===== src/rtl/ddr_pkg.sv =====
// ddr_pkg: command encodings, request/bank types and FSM states shared by the DDR4 command issuer
package ddr_pkg;
    // {cs_n, act_n, RAS_n_A16, CAS_n_A15, WE_n_A14}; ACT_C carries row[14] in its last bit at issue time
    localparam logic [4:0] ACT_C = 5'b00000;
    localparam logic [4:0] WR_C  = 5'b01100;
    localparam logic [4:0] RD_C  = 5'b01101;
    localparam logic [4:0] PRE_C = 5'b01010;
    localparam logic [4:0] NOP_C = 5'b11111;
    typedef enum logic {WR_R = 1'b0, RD_R = 1'b1} req_type_e;
    typedef struct packed {
        logic        open;
        logic [14:0] row;
    } bank_entry_t;
    typedef enum logic [2:0] {IDLE, PRE, WAIT_RP, ACT, WAIT_RCD, CAS, WAIT_DATA} state_e;
endpackage


===== src/rtl/bank_row_table.sv =====
// bank_row_table: open-row tracker for 16 banks indexed {bg,ba}
//   CK_t/reset_n      clock, async active-low clear (all banks closed)
//   lk_idx/lk_row     lookup -> hit (open, same row), miss (open, other row)
//   set_en/idx/row    mark bank open with row; clr_en/idx mark bank closed
module bank_row_table
    import ddr_pkg::*;
(
    input  logic        CK_t,
    input  logic        reset_n,
    input  logic [3:0]  lk_idx,
    input  logic [14:0] lk_row,
    output logic        hit,
    output logic        miss,
    input  logic        set_en,
    input  logic [3:0]  set_idx,
    input  logic [14:0] set_row,
    input  logic        clr_en,
    input  logic [3:0]  clr_idx
);
    bank_entry_t tbl [16];

    assign hit  = tbl[lk_idx].open && (tbl[lk_idx].row == lk_row);
    assign miss = tbl[lk_idx].open && (tbl[lk_idx].row != lk_row);

    always_ff @(posedge CK_t or negedge reset_n) begin
        if (!reset_n) begin
            for (int i = 0; i < 16; i++) tbl[i] <= '0;
        end else begin
            if (clr_en) tbl[clr_idx].open <= 1'b0;
            if (set_en) tbl[set_idx] <= bank_entry_t'({1'b1, set_row});
        end
    end
endmodule


===== src/rtl/ddr_cmd_issuer.sv =====
// ddr_cmd_issuer: single-request DDR4 PRE/ACT/RD/WR issuer with tRP/tRAS/tRCD spacing and data-timing pulses
//   CK_t/reset_n                    clock, async active-low reset
//   req_*/BL                        request handshake and fields (req_ready high only in IDLE)
//   cs_n..WE_n_A14, bg/ba, A13..A0  CA bus, NOP with zero address when idle
//   wr_burst_start/rd_data_start    data launch/capture pulses; done marks completion
module ddr_cmd_issuer
    import ddr_pkg::*;
#(
    parameter int T_RCD = 11,
    parameter int T_RP  = 11,
    parameter int T_RAS = 28,
    parameter int CL    = 11,
    parameter int CWL   = 9
) (
    input  logic        CK_t,
    input  logic        reset_n,
    input  logic        req_valid,
    output logic        req_ready,
    input  logic        req_type,
    input  logic [1:0]  req_bg,
    input  logic [1:0]  req_ba,
    input  logic [14:0] req_row,
    input  logic [9:0]  req_col,
    input  logic [3:0]  BL,
    output logic        cs_n,
    output logic        act_n,
    output logic        RAS_n_A16,
    output logic        CAS_n_A15,
    output logic        WE_n_A14,
    output logic [1:0]  bg_addr,
    output logic [1:0]  ba_addr,
    output logic        A13,
    output logic        A12_BC_n,
    output logic        A11,
    output logic        A10_AP,
    output logic [9:0]  A9_A0,
    output logic        wr_burst_start,
    output logic        rd_data_start,
    output logic        done
);
    localparam int RW = $clog2(T_RAS + 1);

    state_e      state, next;
    logic [7:0]  cnt;
    logic [RW-1:0] ras_cnt;
    req_type_e   r_type;
    logic [1:0]  r_bg, r_ba;
    logic [14:0] r_row;
    logic [9:0]  r_col;
    logic        r_bl8;
    logic        hit, miss, ras_ok, r_rd;
    logic [4:0]  cmd;
    logic [13:0] addr;
    logic [7:0]  done_at;

    assign req_ready = (state == IDLE);
    assign ras_ok    = ras_cnt >= RW'(T_RAS);
    assign r_rd      = (r_type == RD_R);
    // done lands latency + BL/2 cycles after CAS; cnt is 0 on the cycle after CAS
    assign done_at   = (r_rd ? 8'(CL) : 8'(CWL)) + (r_bl8 ? 8'd3 : 8'd1);
    assign {cs_n, act_n, RAS_n_A16, CAS_n_A15, WE_n_A14} = cmd;
    assign {A13, A12_BC_n, A11, A10_AP, A9_A0} = addr;

    bank_row_table u_tbl (
        .CK_t    (CK_t),
        .reset_n (reset_n),
        .lk_idx  ({req_bg, req_ba}),
        .lk_row  (req_row),
        .hit     (hit),
        .miss    (miss),
        .set_en  (state == ACT),
        .set_idx ({r_bg, r_ba}),
        .set_row (r_row),
        .clr_en  (state == PRE && ras_ok),
        .clr_idx ({r_bg, r_ba})
    );

    always_ff @(posedge CK_t or negedge reset_n) begin
        if (!reset_n) begin
            state   <= IDLE;
            cnt     <= '0;
            ras_cnt <= RW'(T_RAS);
            r_type  <= WR_R;
            r_bg    <= '0;
            r_ba    <= '0;
            r_row   <= '0;
            r_col   <= '0;
            r_bl8   <= 1'b0;
        end else begin
            state   <= next;
            // cnt counts cycles spent in the current wait state, starting at 0
            cnt     <= (next != state) ? '0 : cnt + 8'd1;
            ras_cnt <= (state == ACT) ? '0 : ras_ok ? ras_cnt : ras_cnt + RW'(1);
            if (req_valid && state == IDLE) begin
                r_type <= req_type_e'(req_type);
                r_bg   <= req_bg;
                r_ba   <= req_ba;
                r_row  <= req_row;
                r_col  <= req_col;
                r_bl8  <= (BL != 4'd4);
            end
        end
    end

    always_comb begin
        next           = state;
        cmd            = NOP_C;
        addr           = '0;
        bg_addr        = '0;
        ba_addr        = '0;
        wr_burst_start = 1'b0;
        rd_data_start  = 1'b0;
        done           = 1'b0;
        case (state)
            IDLE:      if (req_valid) next = hit ? CAS : miss ? PRE : ACT;
            PRE:       if (ras_ok) begin
                           cmd     = PRE_C;
                           bg_addr = r_bg;
                           ba_addr = r_ba;
                           next    = WAIT_RP;
                       end
            WAIT_RP:   if (cnt == 8'(T_RP - 2)) next = ACT;
            ACT:       begin
                           cmd     = {ACT_C[4:1], r_row[14]};
                           addr    = r_row[13:0];
                           bg_addr = r_bg;
                           ba_addr = r_ba;
                           next    = WAIT_RCD;
                       end
            WAIT_RCD:  if (cnt == 8'(T_RCD - 2)) next = CAS;
            CAS:       begin
                           cmd     = r_rd ? RD_C : WR_C;
                           addr    = {1'b0, r_bl8, 2'b00, r_col};
                           bg_addr = r_bg;
                           ba_addr = r_ba;
                           next    = WAIT_DATA;
                       end
            WAIT_DATA: begin
                           wr_burst_start = !r_rd && cnt == 8'(CWL - 1);
                           rd_data_start  = r_rd && cnt == 8'(CL - 1);
                           done           = (cnt == done_at);
                           next           = done ? IDLE : WAIT_DATA;
                       end
            default:   next = IDLE;
        endcase
    end
endmodule


===== config.mk =====
export PLATFORM = sky130hd
export DESIGN_NAME = ddr_cmd_issuer
export DESIGN_NICKNAME = d
export VERILOG_FILES = /design/src/rtl/ddr_pkg.sv /design/src/rtl/bank_row_table.sv /design/src/rtl/ddr_cmd_issuer.sv
export SDC_FILE = /design/constraint.sdc
export NUM_CORES = 1
export LEC_CHECK = 0
export CAP_MARGIN = 5
export CORE_ASPECT_RATIO = 1.75
export CORE_MARGIN = 2
export CORE_UTILIZATION = 30
export DETAILED_ROUTE_END_ITERATION = 10
export GPL_TIMING_DRIVEN = 0
export PLACE_DENSITY = 0.57
export SLEW_MARGIN = 0
export SYNTH_ARGS = -nofsm -noshare
export SYNTH_HDL_FRONTEND = slang
export SYNTH_SLANG_ARGS = --single-unit

===== constraint.sdc =====
create_clock -name CK_t -period 2.2 [get_ports CK_t]
set_input_delay 0.33 -clock CK_t [delete_from_list [all_inputs] [get_ports CK_t]]
set_output_delay 0.33 -clock CK_t [all_outputs]
set_load 0.01 [all_outputs]

==> impl_metrics.tcl, run 1 <==
set metrics [dict create \
    slew_headroom_pct 41.43 \
    period_needed_ns 2.519 \
    yosys.cell_count.top_type "dfrtp_1" \
    clk_latency_ns 0.57 \
    overflow 0 \
    clock_skew_ns 0.02650 \
    root_buffer "clkbuf_16" \
    fillers 4319 \
    crit_path_end_kind "register" \
    hold_viol_final 0 \
    reg2regPathDepth 6 \
    rsz0062_at_grt "yes" \
    start_kind "primary input" \
    place_hpwl_um 30540 \
    syn-cell-area_um2 14130 \
    p_int_w 0.01465 \
    placed_area_um2 15550 \
    gp_congestion 0.8451 \
    die_width_um 168.1 \
    combPwrFrac_pct 33.5 \
    gr-usage-all-layers_pct 18.28 \
    antenna_found_initial 0 \
    fin_crit_sh_pct 114.5 \
    holdCritStartpoint "req_col[2]" \
    p_sw_share_pct 32.87 \
    synthFlopType "dfrtp_1" \
    grt_max_degree 107 \
    via_per_inst 5.228 \
    p_sw_w 0.007176 \
    synthCells 1046 \
    hold_depth 3 \
    setup_ws_ns -0.3191 \
    critical_path.startpoint "req_bg[0]" \
    core-area_um2 46770 \
    postRouteAntennaNets 0 \
    cts.sinks 303 \
    vias 9505 \
    p_seq_share_pct 41.2 \
    ys_seq_elements 303 \
    first_pass_iters 7 \
    slew_viol_final 0 \
    ys_warn_count 0 \
    rows 105 \
    max-vdd-ir-drop_v 0.0005391 \
    outcome "complete, but fails checks" \
    final_core_util_pct 39.67 \
    fin_area_um2 18550 \
    max_cap_viol_count 0 \
    cts_tree "built" \
    tightest_slew_ns 0.8785 \
    wl_um 45360 \
    grt_first_pass_wirelength_um 66430 \
    clkTransAtPathRegs_ns 0.07 \
    yosys.area.top_type "dfrtp_1" \
    synth_seq_area_share_pct 53.68 \
    crit-reg2reg-launch "u_tbl.tbl[51]" \
    die_area_um2 48920 \
    grt_pass1_vias 10024 \
    violations "setup timing" \
    antenna_cells 0 \
    ys_types 47 \
    netlist_top_cells_area "dfrtp_1 (53%), mux2_2 (19%), mux4_2 (8.4%)" \
    fin_nets 1253 \
    synthTopCellsByCount "dfrtp_1 (300), mux2_2 (241), nand2_1 (119)" \
    setup_viol 94 \
    drt-wirelength-per-cell_um 24.95 \
    die_y_um 291.1 \
    syn_area_per_cell_um2 13.51 \
    hp-class "primary input to register" \
    first_iter_violations 576 \
    clockBufferDepth 3 \
    critPathMaxFanout 10 \
    path_class "primary input to register" \
    io_pins 64 \
    clockPowerShare_pct 25.3 \
    synth_edf_count 0 \
    async_flop_share_pct 100.0 \
    clock.fmax_ghz 0.3970 \
    start_util_pct 30.21 \
    io_buffers 59 \
    htree_levels 1 \
    syn_nets 1090 \
    totalPowerFinal_w 0.02183 \
    drc 0 \
    areaGrowthSynthToFinish_pct 31.28 \
    drive_gt1_share_pct 46.99 \
    cp_data_required_time_ns 2.65 \
    synth_top_cell_area_share_pct 53.13 \
    cts-buffers-inserted 28 \
    powerDensity_nw_per_um2 1177 \
    dp_slack_ns -1.707 \
    p_leak_nw 8.712 \
    arrival_ns 2.97 \
]
## repair_timing
item,in CTS,in global routing
buffers inserted,57,29
endpoints found under the hold margin,99,0
pin swaps,37,21
gates cloned,2,4
hold buffers,1,0
endpoints found under the setup margin,314,255
gates resized for setup,375,116
## kinds of logic after synthesis
family | after synthesis | synth area share (%)
fa+ha+maj | 7 | 0.6198
xor+xnor | 25 | 1.549
buf+inv | 85 | 2.692
flops | 303 | 53.68
mux | 324 | 30.70
simple gates | 223 | 7.083
compound gates | 79 | 3.675
## power by group through the flow
| stage | registers [W] | logic, W | clock network, W |
|---|---|---|---|
| floorplan | 0.00833 | 0.00393 | 0 |
| global placement | 0.00882 | 0.00556 | 0 |
| detailed placement | 0.00889 | 0.00569 | 0 |
| CTS | 0.00888 | 0.00688 | 0.00562 |
| global route | 0.00921 | 0.00781 | 0.00584 |
| finish | 0.00899 | 0.00731 | 0.00553 |
## state kept, by name, indices dropped and copies added (netlist names), named ones only
signal	count
u_tbl.tbl	254
r_row	15
r_col	10
cnt	8
ras_cnt	5
state	3
r_ba	2
r_bg	2
r_bl8	1
r_rd	1
## per-layer routing
layer	share of wire [%]	vias to the layer above	GRT usage (%)
li1	-	4086	-
met1	37	5034	20.25
met2	54	275	34.36
met3	3.8	110	2.012
met4	5.9	0	8.978
met5	0	-	0
## worst max-delay path, cell delays in order
cell      delay (ns)
buf_2           0.28
buf_6           0.26
clkbuf_2        0.48
mux4_2          0.39
mux2i_1         0.28
o22ai_1         0.17
nor4_1          0.30
a21oi_1         0.12
o31ai_2         0.33
## worst paths after layout
path	slack, ns	end
max in group asynchronous	0.39	u_tbl.tbl[14]
max	-0.32	state[2]
min in group asynchronous	0.37	cnt[6]
max reg2reg	-0.30	state[2]
min reg2reg	0.48	r_col[5]
min	0.29	r_col[2]
## layout make-up
class	count	area (µm²)	area share [%]
Sequential cell	303	7591	40.92
Clock inverter	11	210.2	1.133
Tap cell	588	735.7	3.966
Multi-Input combinational cell	658	7008	37.78
Buffer	60	573.1	3.089
Clock buffer	40	827.0	4.458
Inverter	11	45.04	0.2428
Timing Repair Buffer	147	1562	8.417
## placed cells by master (no fill, tap or decap), drive strengths merged, types with 7 or more instances in the layout
cell           count
dfrtp            300
clkbuf            73
a22oi             13
a21oi              9
xor2              15
xnor2             10
nand2            119
nand3             19
nand2b             7
nor2b             12
o21ai             29
inv               10
nor2              33
ha                 7
mux4              61
buf              141
a22o              12
mux2             241
clkdlybuf4s50     31
mux2i             22
## per-stage QoR
stage | std cells | hold slack, ns | setup TNS, ns
2_1_floorplan | 1046 | 0.03441 | -5.401
3_3_place_gp | 1693 | 0.4596 | -3882.10
3_5_place_dp | 1695 | 0.4198 | -179.04
4_1_cts | 1801 | 0.2769 | -7.958
5_1_grt | 1818 | 0.3006 | -11.73
6_report | 1818 | 0.2899 | -7.219
Power figures use the tool's default switching activity.
==> run 2, diff against run 1 <==
--- a/config.mk
+++ b/config.mk
@@ -12,7 +12,7 @@
 export DETAILED_ROUTE_END_ITERATION = 10
 export GPL_TIMING_DRIVEN = 0
 export PLACE_DENSITY = 0.57
-export SLEW_MARGIN = 0
+export SLEW_MARGIN = 40
 export SYNTH_ARGS = -nofsm -noshare
 export SYNTH_HDL_FRONTEND = slang
 export SYNTH_SLANG_ARGS = --single-unit
==> impl_metrics.tcl, run 2 (synthesis results as in run 1) <==
set metrics [dict create \
    outcome "complete, but fails checks" \
    violations "setup timing" \
    cts.sinks 303 \
    hp-class "primary input to async pin" \
    powerDensity_nw_per_um2 1171 \
    layout_common_cells "dfrtp_1 (298), mux2_2 (136), nand2_1 (111), mux2_4 (105), mux4_2 (54)" \
    dp_slack_ns -1.746 \
    die_width_um 168.1 \
    cts_tree "built" \
    reg2regPathDepth 6 \
    overflow 0 \
    root_buffer "clkbuf_16" \
    critPathSlowestCell "mux4_2" \
    clkTransAtPathRegs_ns 0.07 \
    die_y_um 291.1 \
    max_cap_viol_count 0 \
    placed_area_um2 15640 \
    final_common_cell "dfrtp_1" \
    max-vdd-ir-drop_v 0.0005684 \
    crit_path_max_incr_delay_ns 0.54 \
    first_iter_violations 582 \
    cp_data_required_time_ns 2.64 \
    rows 105 \
    path_buf_inv 0 \
    gr-usage-all-layers_pct 17.99 \
    arrival_ns 3.03 \
    drive_gt1_share_pct 47.08 \
    crit_top_cell "mux4_2" \
    core-area_um2 46770 \
    place_hpwl_um 30720 \
    final_core_util_pct 39.79 \
    p_leak_nw 8.727 \
    rsz0062_at_grt "yes" \
    fin_nets 1256 \
    clockBufferDepth 3 \
    via_per_inst 5.248 \
    io_pins 64 \
    clock.fmax_ghz 0.3853 \
    wl_um 45440 \
    postRouteAntennaNets 0 \
    die_area_um2 48920 \
    start_kind "register" \
    start_util_pct 30.21 \
    setup_viol 153 \
    grt_first_pass_wirelength_um 65290 \
    areaGrowthSynthToFinish_pct 31.71 \
    drc 0 \
    htree_levels 1 \
    clk_latency_ns 0.57 \
    largest_reg_flops 254 \
    antenna_cells 0 \
    path_class "register to register" \
    cts-buffers-inserted 29 \
    gp_congestion 0.8451 \
    crit_path_end_kind "register" \
    drt-wirelength-per-cell_um 24.94 \
    grt_pass1_vias 10000 \
    critical_path.startpoint "u_tbl.tbl[3]" \
    critPathTopFamily "multiplexers" \
    crit-reg2reg-launch "u_tbl.tbl[3]" \
    slew_headroom_pct 41.27 \
    hold_viol_final 0 \
    first_pass_iters 5 \
    slew_viol_final 0 \
    crit_chain "mux4_2 > mux4_2 > xor2_2 > nor4_4 > nand4_1 > o31ai_2" \
    critPathMaxFanout 2 \
    setup_ws_ns -0.3953 \
    grt_max_degree 75 \
    cp.depth 6 \
    period_needed_ns 2.595 \
    totalPowerFinal_w 0.02180 \
    holdWs_ns 0.2101 \
    fin_area_um2 18610 \
    io_buffers 59 \
    clock_skew_ns 0.02546 \
    largest_register "u_tbl.tbl" \
    fin_crit_sh_pct 118.0 \
    vias 9562 \
    tightest_slew_ns 0.8809 \
    reg_top3 "u_tbl.tbl (254), r_row (15), r_col (10)" \
    antenna_found_initial 0 \
]
-- run 2: through the flow --
stage / instances / TNS, ns
floorplan: 1046 / -5.401
global placement: 1693 / -3882.10
detailed placement: 1698 / -177.93
CTS: 1801 / -8.771
global route: 1822 / -31.52
finish: 1822 / -21.65
-- run 2: worst paths after layout --
check | end | slack (ns)
worst max register to register | state[2] | -0.40
min in group CK_t | r_col[2] | 0.30
worst max-delay path | state[2] | -0.40
max in group asynchronous | u_tbl.tbl[39] | 0.97
worst min-delay path | cnt[1] | 0.21
worst min register to register | r_col[5] | 0.48
-- run 2: per-layer routing --
metal	track usage, %	routed length [µm]	up-vias
met1	19.81	16610	5057
met5	0	0	-
met3	1.931	1707	114
li1	-	-	4112
met4	9.504	2898	0
met2	33.67	24220	279
-- run 2: power breakdown --
part	switching, W	internal (W)
registers	0.00151	0.00748
clock network	0.00226	0.00330
logic	0.00346	0.00379
-- run 2: repair_timing --
item,in CTS,in global routing
setup endpoints to repair,307,236
hold endpoints to repair,155,0
pin swaps,39,19
hold buffers,1,0
cloned,1,6
resized for setup,325,150
buffers inserted,52,23
-- run 2: area by class of cell --
class	count	area (µm²)
Sequential cell	303	7589
Fill cell	4345	28160
Clock inverter	16	242.7
Inverter	11	45.04
Clock buffer	37	805.8
Timing Repair Buffer	143	1538
Buffer	66	639.4
Tap cell	588	735.7
Multi-Input combinational cell	658	7017
-- run 2: worst register-to-register path, cell delays in order (launching register included) --
cell	delay (ns)
dfrtp_1	0.37
mux4_2	0.50
mux4_2	0.54
xor2_2	0.20
nor4_4	0.19
nand4_1	0.26
o31ai_2	0.41
